## config.mk

```make
export PLATFORM = sky130hd
export DESIGN_NAME = btn_conditioner_flat
export DESIGN_NICKNAME = d
export VERILOG_FILES = /design/src/rtl/btn_conditioner_if.sv /design/src/rtl/btn_conditioner.sv /design/src/flat_wrapper.sv
export SDC_FILE = /design/constraint.sdc
export NUM_CORES = 1
export LEC_CHECK = 0
export CAP_MARGIN = 20
export CORE_MARGIN = 10
export CORE_UTILIZATION = 40
export CTS_CLUSTER_SIZE = 28
export DETAILED_ROUTE_END_ITERATION = 7
export DONT_BUFFER_PORTS = 1
export MAX_ROUTING_LAYER = met4
export PLACE_DENSITY = 0.51
export SLEW_MARGIN = 20
export SYNTH_ARGS = -nofsm -noshare
export SYNTH_HDL_FRONTEND = slang
export SYNTH_SLANG_ARGS = --single-unit
```

## constraint.sdc

```tcl
create_clock -name clk -period 3.11 [get_ports clk]
set_input_delay 0.4665 -clock clk [delete_from_list [all_inputs] [get_ports clk]]
set_output_delay 0.4665 -clock clk [all_outputs]
set_load 0.05 [all_outputs]
```

## src/rtl/btn_conditioner_if.sv

```systemverilog
// Button bundle between the raw push-button pins, the conditioner and the cursor stage.
// The master drives the raw pins. The slave (btn_conditioner) drives the pulses and levels.
interface btn_conditioner_if;
  logic       in_btn_up;
  logic       in_btn_down;
  logic       in_btn_left;
  logic       in_btn_right;
  logic       in_selected;
  logic       out_btn_up;
  logic       out_btn_down;
  logic       out_btn_left;
  logic       out_btn_right;
  logic       out_selected;
  logic [4:0] btn_level;

  modport master (
    output in_btn_up, in_btn_down, in_btn_left, in_btn_right, in_selected,
    input  out_btn_up, out_btn_down, out_btn_left, out_btn_right, out_selected, btn_level
  );

  modport slave (
    input  in_btn_up, in_btn_down, in_btn_left, in_btn_right, in_selected,
    output out_btn_up, out_btn_down, out_btn_left, out_btn_right, out_selected, btn_level
  );
endinterface

```

## src/rtl/btn_conditioner.sv

```systemverilog
// Five-channel push-button conditioner: 2-flop synchronizer, debounce, single-cycle press pulses.
// Define BTN_AUTOREPEAT_EN to add auto-repeat pulses on the four direction channels while held.
module btn_conditioner #(
  parameter int unsigned DEBOUNCE_CYCLES = 1000000,
  parameter int unsigned REPEAT_DELAY    = 25000000,
  parameter int unsigned REPEAT_PERIOD   = 7500000,
  parameter bit          ACTIVE_LOW      = 1'b1
) (
  input  logic             clk,
  input  logic             rst,
  btn_conditioner_if.slave bus
);
  localparam int unsigned    NCH     = 5;
  localparam int unsigned    DBW     = $clog2(DEBOUNCE_CYCLES + 1);
  localparam logic [DBW-1:0] DB_LAST = DBW'(DEBOUNCE_CYCLES - 1);

`ifdef BTN_AUTOREPEAT_EN
  localparam int unsigned   SEL_CH      = 4;
  localparam int unsigned   RPT_MAX     = (REPEAT_DELAY > REPEAT_PERIOD) ? REPEAT_DELAY : REPEAT_PERIOD;
  localparam int unsigned   RW          = $clog2(RPT_MAX + 1);
  localparam logic [RW-1:0] DELAY_LAST  = RW'(REPEAT_DELAY - 1);
  localparam logic [RW-1:0] PERIOD_LAST = RW'(REPEAT_PERIOD - 1);
  typedef enum logic [1:0] {IDLE, PRESSED, REPEAT} state_t;
`else
  typedef enum logic {IDLE, PRESSED} state_t;
`endif

  if (DEBOUNCE_CYCLES < 1 || REPEAT_DELAY < 1 || REPEAT_PERIOD < 1) begin : g_param_check
    $error("btn_conditioner: DEBOUNCE_CYCLES, REPEAT_DELAY and REPEAT_PERIOD must be >= 1");
  end

  logic [NCH-1:0] raw;
  logic [NCH-1:0] sync1_q, sync2_q;
  logic [NCH-1:0] level_q, level_d;
  logic [NCH-1:0] pulse_q, pulse_d;

  // Polarity is folded in ahead of the first flop so cleared synchronizer flops read as "released".
  assign raw = {bus.in_selected, bus.in_btn_right, bus.in_btn_left, bus.in_btn_down, bus.in_btn_up}
               ^ {NCH{ACTIVE_LOW}};

  always_ff @(posedge clk) begin
    if (rst) begin
      sync1_q <= '0;
      sync2_q <= '0;
      level_q <= '0;
      pulse_q <= '0;
    end else begin
      sync1_q <= raw;
      sync2_q <= sync1_q;
      level_q <= level_d;
      pulse_q <= pulse_d;
    end
  end

  for (genvar ch = 0; ch < NCH; ch++) begin : g_ch
    logic [DBW-1:0] db_cnt_q, db_cnt_d;
    logic           toggle, rise, fall, rpt_pulse;
    state_t         state_q, state_d;
`ifdef BTN_AUTOREPEAT_EN
    localparam bit CAN_REPEAT = (ch != SEL_CH);
    logic [RW-1:0] rpt_q, rpt_d;
`endif

    always_comb begin
      db_cnt_d = '0;
      toggle   = 1'b0;
      if (sync2_q[ch] != level_q[ch]) begin
        if (db_cnt_q == DB_LAST) toggle = 1'b1;
        else                     db_cnt_d = db_cnt_q + 1'b1;
      end
    end

    assign rise        = toggle & ~level_q[ch];
    assign fall        = toggle &  level_q[ch];
    assign level_d[ch] = level_q[ch] ^ toggle;
    assign pulse_d[ch] = rise | rpt_pulse;

    always_comb begin
      state_d   = state_q;
      rpt_pulse = 1'b0;
`ifdef BTN_AUTOREPEAT_EN
      rpt_d     = rpt_q;
`endif
      case (state_q)
        IDLE: begin
          if (rise) begin
            state_d = PRESSED;
`ifdef BTN_AUTOREPEAT_EN
            rpt_d   = '0;
`endif
          end
        end
        PRESSED: begin
`ifdef BTN_AUTOREPEAT_EN
          if (CAN_REPEAT && rpt_q == DELAY_LAST) begin
            state_d   = REPEAT;
            rpt_d     = '0;
            rpt_pulse = 1'b1;
          end else if (rpt_q != '1) begin
            rpt_d = rpt_q + 1'b1;
          end
`endif
        end
`ifdef BTN_AUTOREPEAT_EN
        REPEAT: begin
          if (rpt_q == PERIOD_LAST) begin
            rpt_d     = '0;
            rpt_pulse = 1'b1;
          end else if (rpt_q != '1) begin
            rpt_d = rpt_q + 1'b1;
          end
        end
`endif
        default: state_d = IDLE;
      endcase
      // A release overrides any repeat pulse due on the same edge.
      if (fall) begin
        state_d   = IDLE;
        rpt_pulse = 1'b0;
`ifdef BTN_AUTOREPEAT_EN
        rpt_d     = '0;
`endif
      end
    end

    always_ff @(posedge clk) begin
      if (rst) begin
        db_cnt_q <= '0;
        state_q  <= IDLE;
`ifdef BTN_AUTOREPEAT_EN
        rpt_q    <= '0;
`endif
      end else begin
        db_cnt_q <= db_cnt_d;
        state_q  <= state_d;
`ifdef BTN_AUTOREPEAT_EN
        rpt_q    <= rpt_d;
`endif
      end
    end
  end

  assign bus.out_btn_up    = pulse_q[0];
  assign bus.out_btn_down  = pulse_q[1];
  assign bus.out_btn_left  = pulse_q[2];
  assign bus.out_btn_right = pulse_q[3];
  assign bus.out_selected  = pulse_q[4];
  assign bus.btn_level     = level_q;
endmodule

```

## src/flat_wrapper.sv

```systemverilog
// flat-port wrapper written by rule: the top's interface ports become plain ports
module btn_conditioner_flat 
#(
  parameter int unsigned DEBOUNCE_CYCLES = 1000000,
  parameter int unsigned REPEAT_DELAY    = 25000000,
  parameter int unsigned REPEAT_PERIOD   = 7500000,
  parameter bit          ACTIVE_LOW      = 1'b1
)
  (clk, rst, bus_in_btn_up, bus_in_btn_down, bus_in_btn_left, bus_in_btn_right, bus_in_selected, bus_out_btn_up, bus_out_btn_down, bus_out_btn_left, bus_out_btn_right, bus_out_selected, bus_btn_level);
  btn_conditioner_if bus_i ();
  input  logic clk;
  input  logic rst;
  input wire logic [$bits(bus_i.in_btn_up)-1:0] bus_in_btn_up;
  input wire logic [$bits(bus_i.in_btn_down)-1:0] bus_in_btn_down;
  input wire logic [$bits(bus_i.in_btn_left)-1:0] bus_in_btn_left;
  input wire logic [$bits(bus_i.in_btn_right)-1:0] bus_in_btn_right;
  input wire logic [$bits(bus_i.in_selected)-1:0] bus_in_selected;
  output wire logic [$bits(bus_i.out_btn_up)-1:0] bus_out_btn_up;
  output wire logic [$bits(bus_i.out_btn_down)-1:0] bus_out_btn_down;
  output wire logic [$bits(bus_i.out_btn_left)-1:0] bus_out_btn_left;
  output wire logic [$bits(bus_i.out_btn_right)-1:0] bus_out_btn_right;
  output wire logic [$bits(bus_i.out_selected)-1:0] bus_out_selected;
  output wire logic [$bits(bus_i.btn_level)-1:0] bus_btn_level;
  assign bus_i.in_btn_up = bus_in_btn_up;
  assign bus_i.in_btn_down = bus_in_btn_down;
  assign bus_i.in_btn_left = bus_in_btn_left;
  assign bus_i.in_btn_right = bus_in_btn_right;
  assign bus_i.in_selected = bus_in_selected;
  assign bus_out_btn_up = bus_i.out_btn_up;
  assign bus_out_btn_down = bus_i.out_btn_down;
  assign bus_out_btn_left = bus_i.out_btn_left;
  assign bus_out_btn_right = bus_i.out_btn_right;
  assign bus_out_selected = bus_i.out_selected;
  assign bus_btn_level = bus_i.btn_level;
  btn_conditioner #(.DEBOUNCE_CYCLES(DEBOUNCE_CYCLES), .REPEAT_DELAY(REPEAT_DELAY), .REPEAT_PERIOD(REPEAT_PERIOD), .ACTIVE_LOW(ACTIVE_LOW)) u_core (.clk(clk), .rst(rst), .bus(bus_i));
endmodule
```

[Word level (Yosys, flattened, before mapping)]
Index checks and enable logic that the tools add are counted.
Storage, ports and cells
  flip-flop bits (word level): 120
  bits of input ports: 7
  output and inout bits: 10
  word-level logic and storage cells: 60
Operators by class
  $add $sub $neg: 5
  equal/unequal tests: 10
  mux-type cells: 10
  bitwise gates (word level): 21
  reductions and logical operators: 5
Operators by type and width (number)
  $add 20x1->20 const B: 5
  $eq 20x20->1 const B: 5
  $reduce_or 3->1: 5
  $mux 1: 10
  $not 1->1: 10
  $and 1x1->1: 5
  $ne 1x1->1: 5
  $not 5->5: 1
  $xor 1x1->1: 5

[Logic depth before layout (Yosys ltp)]
  depth in word-level cells: 4
  depth in mapped cells: 7
  gate-level depth less buffers: 5

[Worst setup path before layout]
OpenSTA, ideal clock, no wires.
  kind: register -> register
  from: reg u_core.g_ch[4].db_cnt_q[11]
  to: reg u_core.g_ch[4].db_cnt_q[10]
  library setup time: 115 ps
  arrival time: 1822 ps
  data required time: 2995 ps
  path slack: 1174 ps
  cell stages (with the launch flop): 6
  buffers on the path: 1
  clock period less this slack: 1936 ps
  cell sequence: dfxtp_1 -> or4b_1 -> or4_4 -> o21ai_4 -> buf_6 -> nor2_1
On the way
  cells in the longest elaborated chain, start to end: 2
Ends and longest elaborated chain
  from (decl): line btn_conditioner.sv:56  | logic [DBW-1:0] db_cnt_q, db_cnt_d;
  from (signal assigned): line btn_conditioner.sv:134  | db_cnt_q <= db_cnt_d;
  $eq 20x20->1: line btn_conditioner.sv:68  | if (db_cnt_q == DB_LAST) toggle = 1'b1;
  $reduce_or 3->1 (no source line)
No other way between the ends.
A chain may end at the register's enable or synchronous reset.

[Final worst setup path]
  from: reg u_core.g_ch[3].db_cnt_q[0]
  to: reg u_core.g_ch[3].db_cnt_q[18]
On the way
  cells in the longest elaborated chain, start to end: 2
  elaborated cells between the ends (all ways): 3
  classes of those cells: add/sub: 1; eq/ne: 1; reduce/logical: 1
Ends and longest elaborated chain (line)
  from (decl): btn_conditioner.sv:56
  from (signal assigned): btn_conditioner.sv:134
  parallel branches: the longest is 2 deep, another holds $add 20x1->20
Several ways; the timed one is not identified.

==> impl_metrics.json <==
{
  "rsz_0062_raised_after_global_routing": "false",
  "path_max_fanout": 7,
  "largest_net_degree_at_the_start_of_global_routing": 27,
  "worst_path_largest_cell_delay_ns": 0.57,
  "cp_cell_sequence": "ha_1 > nand3_1 > or4_1 > or4_1 > a21oi_1",
  "cts_root_buf": "clkbuf_16",
  "ctsResizeCount": 0,
  "synth_cell_type_count": 37,
  "floorplan.die.height_um": 134,
  "crit-reg2reg-launch": "u_core.g_ch[3].db_cnt_q[0]",
  "post_synth_main_area_contributors": "dfxtp_1 46%, xnor2_1 6.9%, nor2_1 6.2%",
  "layout_worst_path_cycle_share_pct": 68.2,
  "synthesis.instances": 592,
  "worst-r2r-setup-slack_ns": 0.99,
  "detail_route.vias_per_cell": 5.18,
  "power_switching_share_pct": 19.1,
  "ir_worst_vdd_v": 0.000352,
  "num_rows": 41,
  "synth_area_sq_um": 5180,
  "worst-endpoint-arrival_ns": 2.46,
  "share_of_the_yosys_chip_area_belonging_to_registers_pct": 46.3,
  "fraction_of_registers_with_async_set_or_reset_after_synthesis_pct": 0,
  "total_switching_power_mw": 0.638,
  "initial_antenna_violation_count": 0,
  "dr_total_vias": 4032,
  "power.share.sequential_pct": 46.4,
  "fin_setup_tns_ns": 0,
  "status": "completed",
  "cts_sinks": 120,
  "worstPathBufferInverterCount": 0,
  "power_leakage_nw": 1.75,
  "layout_cell_share_with_drive_strength_beyond_1_pct": 6.11,
  "critPathLaunchType": "flip-flop",
  "yosys_register_bits": 120,
  "ant_nets": 0,
  "drtIter0Drc": 247,
  "cts_hold_buf": 0,
  "finalClockSkew_ns": 0.00809,
  "cpMostUsedCell": "or4_1",
  "post_layout_minimum_cycle_time_ns": 2.12,
  "worstRegToRegCells": 5,
  "power_frac_comb_pct": 0.7,
  "worst_setup_path_end_kind": "flip-flop",
  "worstSetupPathType": "reg -> reg",
  "clk-insertion-delay-late_ns": 0.41,
  "nNetsFinal": 607,
  "detailed_router_iteration_count_before_antenna_repair": 6,
  "postLayoutCellArea_sq_um": 5890,
  "synthFlopType": "dfxtp_1",
  "postSynthNetCount": 604,
  "regToRegEndpoint": "u_core.g_ch[3].db_cnt_q[18]",
  "drt-wirelength-per-cell_um": 13.0,
  "min-delay-start": "bus_in_selected",
  "hold_viol_final": 0,
  "cts_tree": "yes",
  "routed_wl_um": 10100,
  "grt_pass1_wl_um": 17800,
  "place.gp.congestion": 0.800,
  "hold_path_class": "in -> reg",
  "synth_enable_flop_cells": 0,
  "worst_slew_margin_rel_pct": 47.8,
  "numCtsBuffers": 17,
  "die_x_um": 134,
  "max_clock_freq_mhz": 471,
  "placed_cell_area_sq_um": 5340,
  "pin_count": 17,
  "powerDensity_nw_per_um2": 569,
  "max-cap-violations": 0,
  "clk_path_buf_depth": 2,
  "drc": 0,
  "power_report.internal_total_mw": 2.71,
  "initial_core_util_pct": 40.9,
  "synth.top_cells.by_count": "120 x dfxtp_1, 86 x nor2_1, 41 x xnor2_1",
  "synth_area_per_cell_sq_um": 8.76,
  "worst_ep_required_time_ns": 3.45,
  "timing_worst_slew_pin_value_ns": 0.776,
  "cts-htree-levels": 4,
  "detailed_place_hpwl_um": 6890,
  "gr_overflow_total": 0,
  "min_to": "u_core.sync1_q[4]",
  "port_buffers": 0,
  "cts_post_setup_buffers_inserted": 0,
  "number_of_global_route_vias_before_repair": 3903,
  "slowest_stage": "or4_1",
  "clkTransAtPathRegs_ns": 0.05,
  "yosys.cell_count.top_type": "dfxtp_1",
  "hold-path-cell-count": 1,
  "synth_top_area_share_pct": 46.3,
  "setup_viol_count_final": 0,
  "power_frac_clock_pct": 52.9,
  "areaGrowthSynthToFinish_pct": 13.6,
  "synth.yosys.warnings": 0,
  "fp.coreArea_sq_um": 12700,
  "antenna_cells": 0,
  "dieArea_sq_um": 17900,
  "groute.usage.overall_pct": 12.2,
  "timing.final.max_slew_violations": 0,
  "yosysTopAreaCell": "dfxtp_1",
  "crit_family": "simple AND/OR/NAND/NOR gates"
}
-- registers in the layout (all words and copies together) (netlist names), named ones only --
register / count
u_core.pulse_q: 5
u_core.sync1_q: 5
u_core.sync2_q: 5
u_core.g_ch.db_cnt_q: 100
-- worst register-to-register path, stage by stage, from the launching register on --
cell and delay (ns):
dfxtp_1 0.40, ha_1 0.28, nand3_1 0.15, or4_1 0.57, or4_1 0.51, a21oi_1 0.14
-- metal layers --
| metal | vias to the layer above | GRT usage [%] | wire [um] |
|---|---|---|---|
| met5 | - | - | 0 |
| met4 | 0 | 4.29 | 78 |
| met3 | 8 | 4.93 | 419 |
| met2 | 38 | 18.8 | 4650 |
| met1 | 1869 | 14.1 | 4940 |
| li1 | 2117 | - | - |
-- cell families (layout without fill, tap and decap cells) --
| logic type | count (synthesis) | after routing | share of synthesized area [%] |
|---|---|---|---|
| AND/OR/NAND/NOR | 291 | 291 | 30.4 |
| AO/OA/AOI/OAI | 71 | 71 | 7.77 |
| adder cells (fa/ha/maj) | 5 | 5 | 1.21 |
| XOR/XNOR | 67 | 67 | 11.3 |
| flip-flops | 120 | 120 | 46.3 |
| buffers and inverters | 38 | 52 | 2.94 |
-- stage by stage --
| step | hold slack [ns] | total power [mW] | instances | worst slack [ns] | util (%) |
|---|---|---|---|---|---|
| 3_5_place_dp | 0.428 | 1.61 | 748 | 1.00 | 42.2 |
| 3_3_place_gp | 0.423 | 1.61 | 748 | 1.04 | 42.2 |
| 5_1_grt | 0.0941 | 3.48 | 778 | 0.784 | 46.5 |
| 6_report | 0.120 | 3.35 | 778 | 0.988 | 46.5 |
| 4_1_cts | 0.0989 | 3.41 | 778 | 0.990 | 46.5 |
| 2_1_floorplan | 0.413 | 1.60 | 592 | 1.17 | - |
-- layout make-up --
cell class              count  area (sq um)
multi-input cells         434          2630
clock buffers              28           537
well taps                 172           215
flip-flops and latches    120          2400
fillers                  1251          6780
inverters                  18          67.6
repair buffers              4          30.0
clock inverters             2          10.0
-- cells in the final DEF (no fill, tap or decap), types with 2 or more instances in the layout --
| cell type | n |
|---|---|
| a21oi_1 | 33 |
| ha_1 | 5 |
| clkbuf_16 | 17 |
| nand4_1 | 28 |
| nor4bb_1 | 2 |
| and4_1 | 7 |
| or4b_1 | 3 |
| xnor2_1 | 41 |
| and2_1 | 4 |
| clkinv_2 | 2 |
| nand4b_1 | 3 |
| inv_1 | 18 |
| nor2_1 | 86 |
| clkbuf_1 | 4 |
| nor2b_1 | 8 |
| o21ai_0 | 19 |
| buf_4 | 4 |
| dfxtp_1 | 120 |
| nand2_1 | 27 |
| nor3_1 | 9 |
| nor4b_1 | 6 |
| nand3_1 | 36 |
| nor4_1 | 14 |
| nor3b_1 | 3 |
| and3_1 | 15 |
| or4_1 | 15 |
| or3_1 | 20 |
| clkbuf_8 | 7 |
| o31ai_1 | 13 |
| xor2_1 | 26 |
| o21ai_1 | 4 |
-- how the worst max path moves through the flow --
stage | startpoint | end | slack (ns) | depth (start not counted)
finish | u_core.g_ch[3].db_cnt_q[0] | u_core.g_ch[3].db_cnt_q[18] | 0.99 | 5
global route | u_core.g_ch[3].db_cnt_q[9] | u_core.g_ch[3].db_cnt_q[13] | 0.78 | 5
CTS | u_core.g_ch[3].db_cnt_q[0] | u_core.g_ch[3].db_cnt_q[18] | 0.99 | 5
detailed placement | u_core.g_ch[3].db_cnt_q[0] | u_core.g_ch[3].db_cnt_q[18] | 1.00 | 5
global placement | u_core.g_ch[4].db_cnt_q[11] | u_core.g_ch[4].db_cnt_q[8] | 1.04 | 4
floorplan | u_core.g_ch[4].db_cnt_q[11] | u_core.g_ch[4].db_cnt_q[10] | 1.17 | 5
-- power groups by stage --
stage | sequential, mW | combinational, mW | clock, mW
floorplan | 1.58 | 0.0224 | 0
global placement | 1.58 | 0.0233 | 0
detailed placement | 1.58 | 0.0239 | 0
CTS | 1.55 | 0.0241 | 1.83
global route | 1.55 | 0.0272 | 1.90
finish | 1.55 | 0.0235 | 1.77
Power figures use the tool's default switching activity.
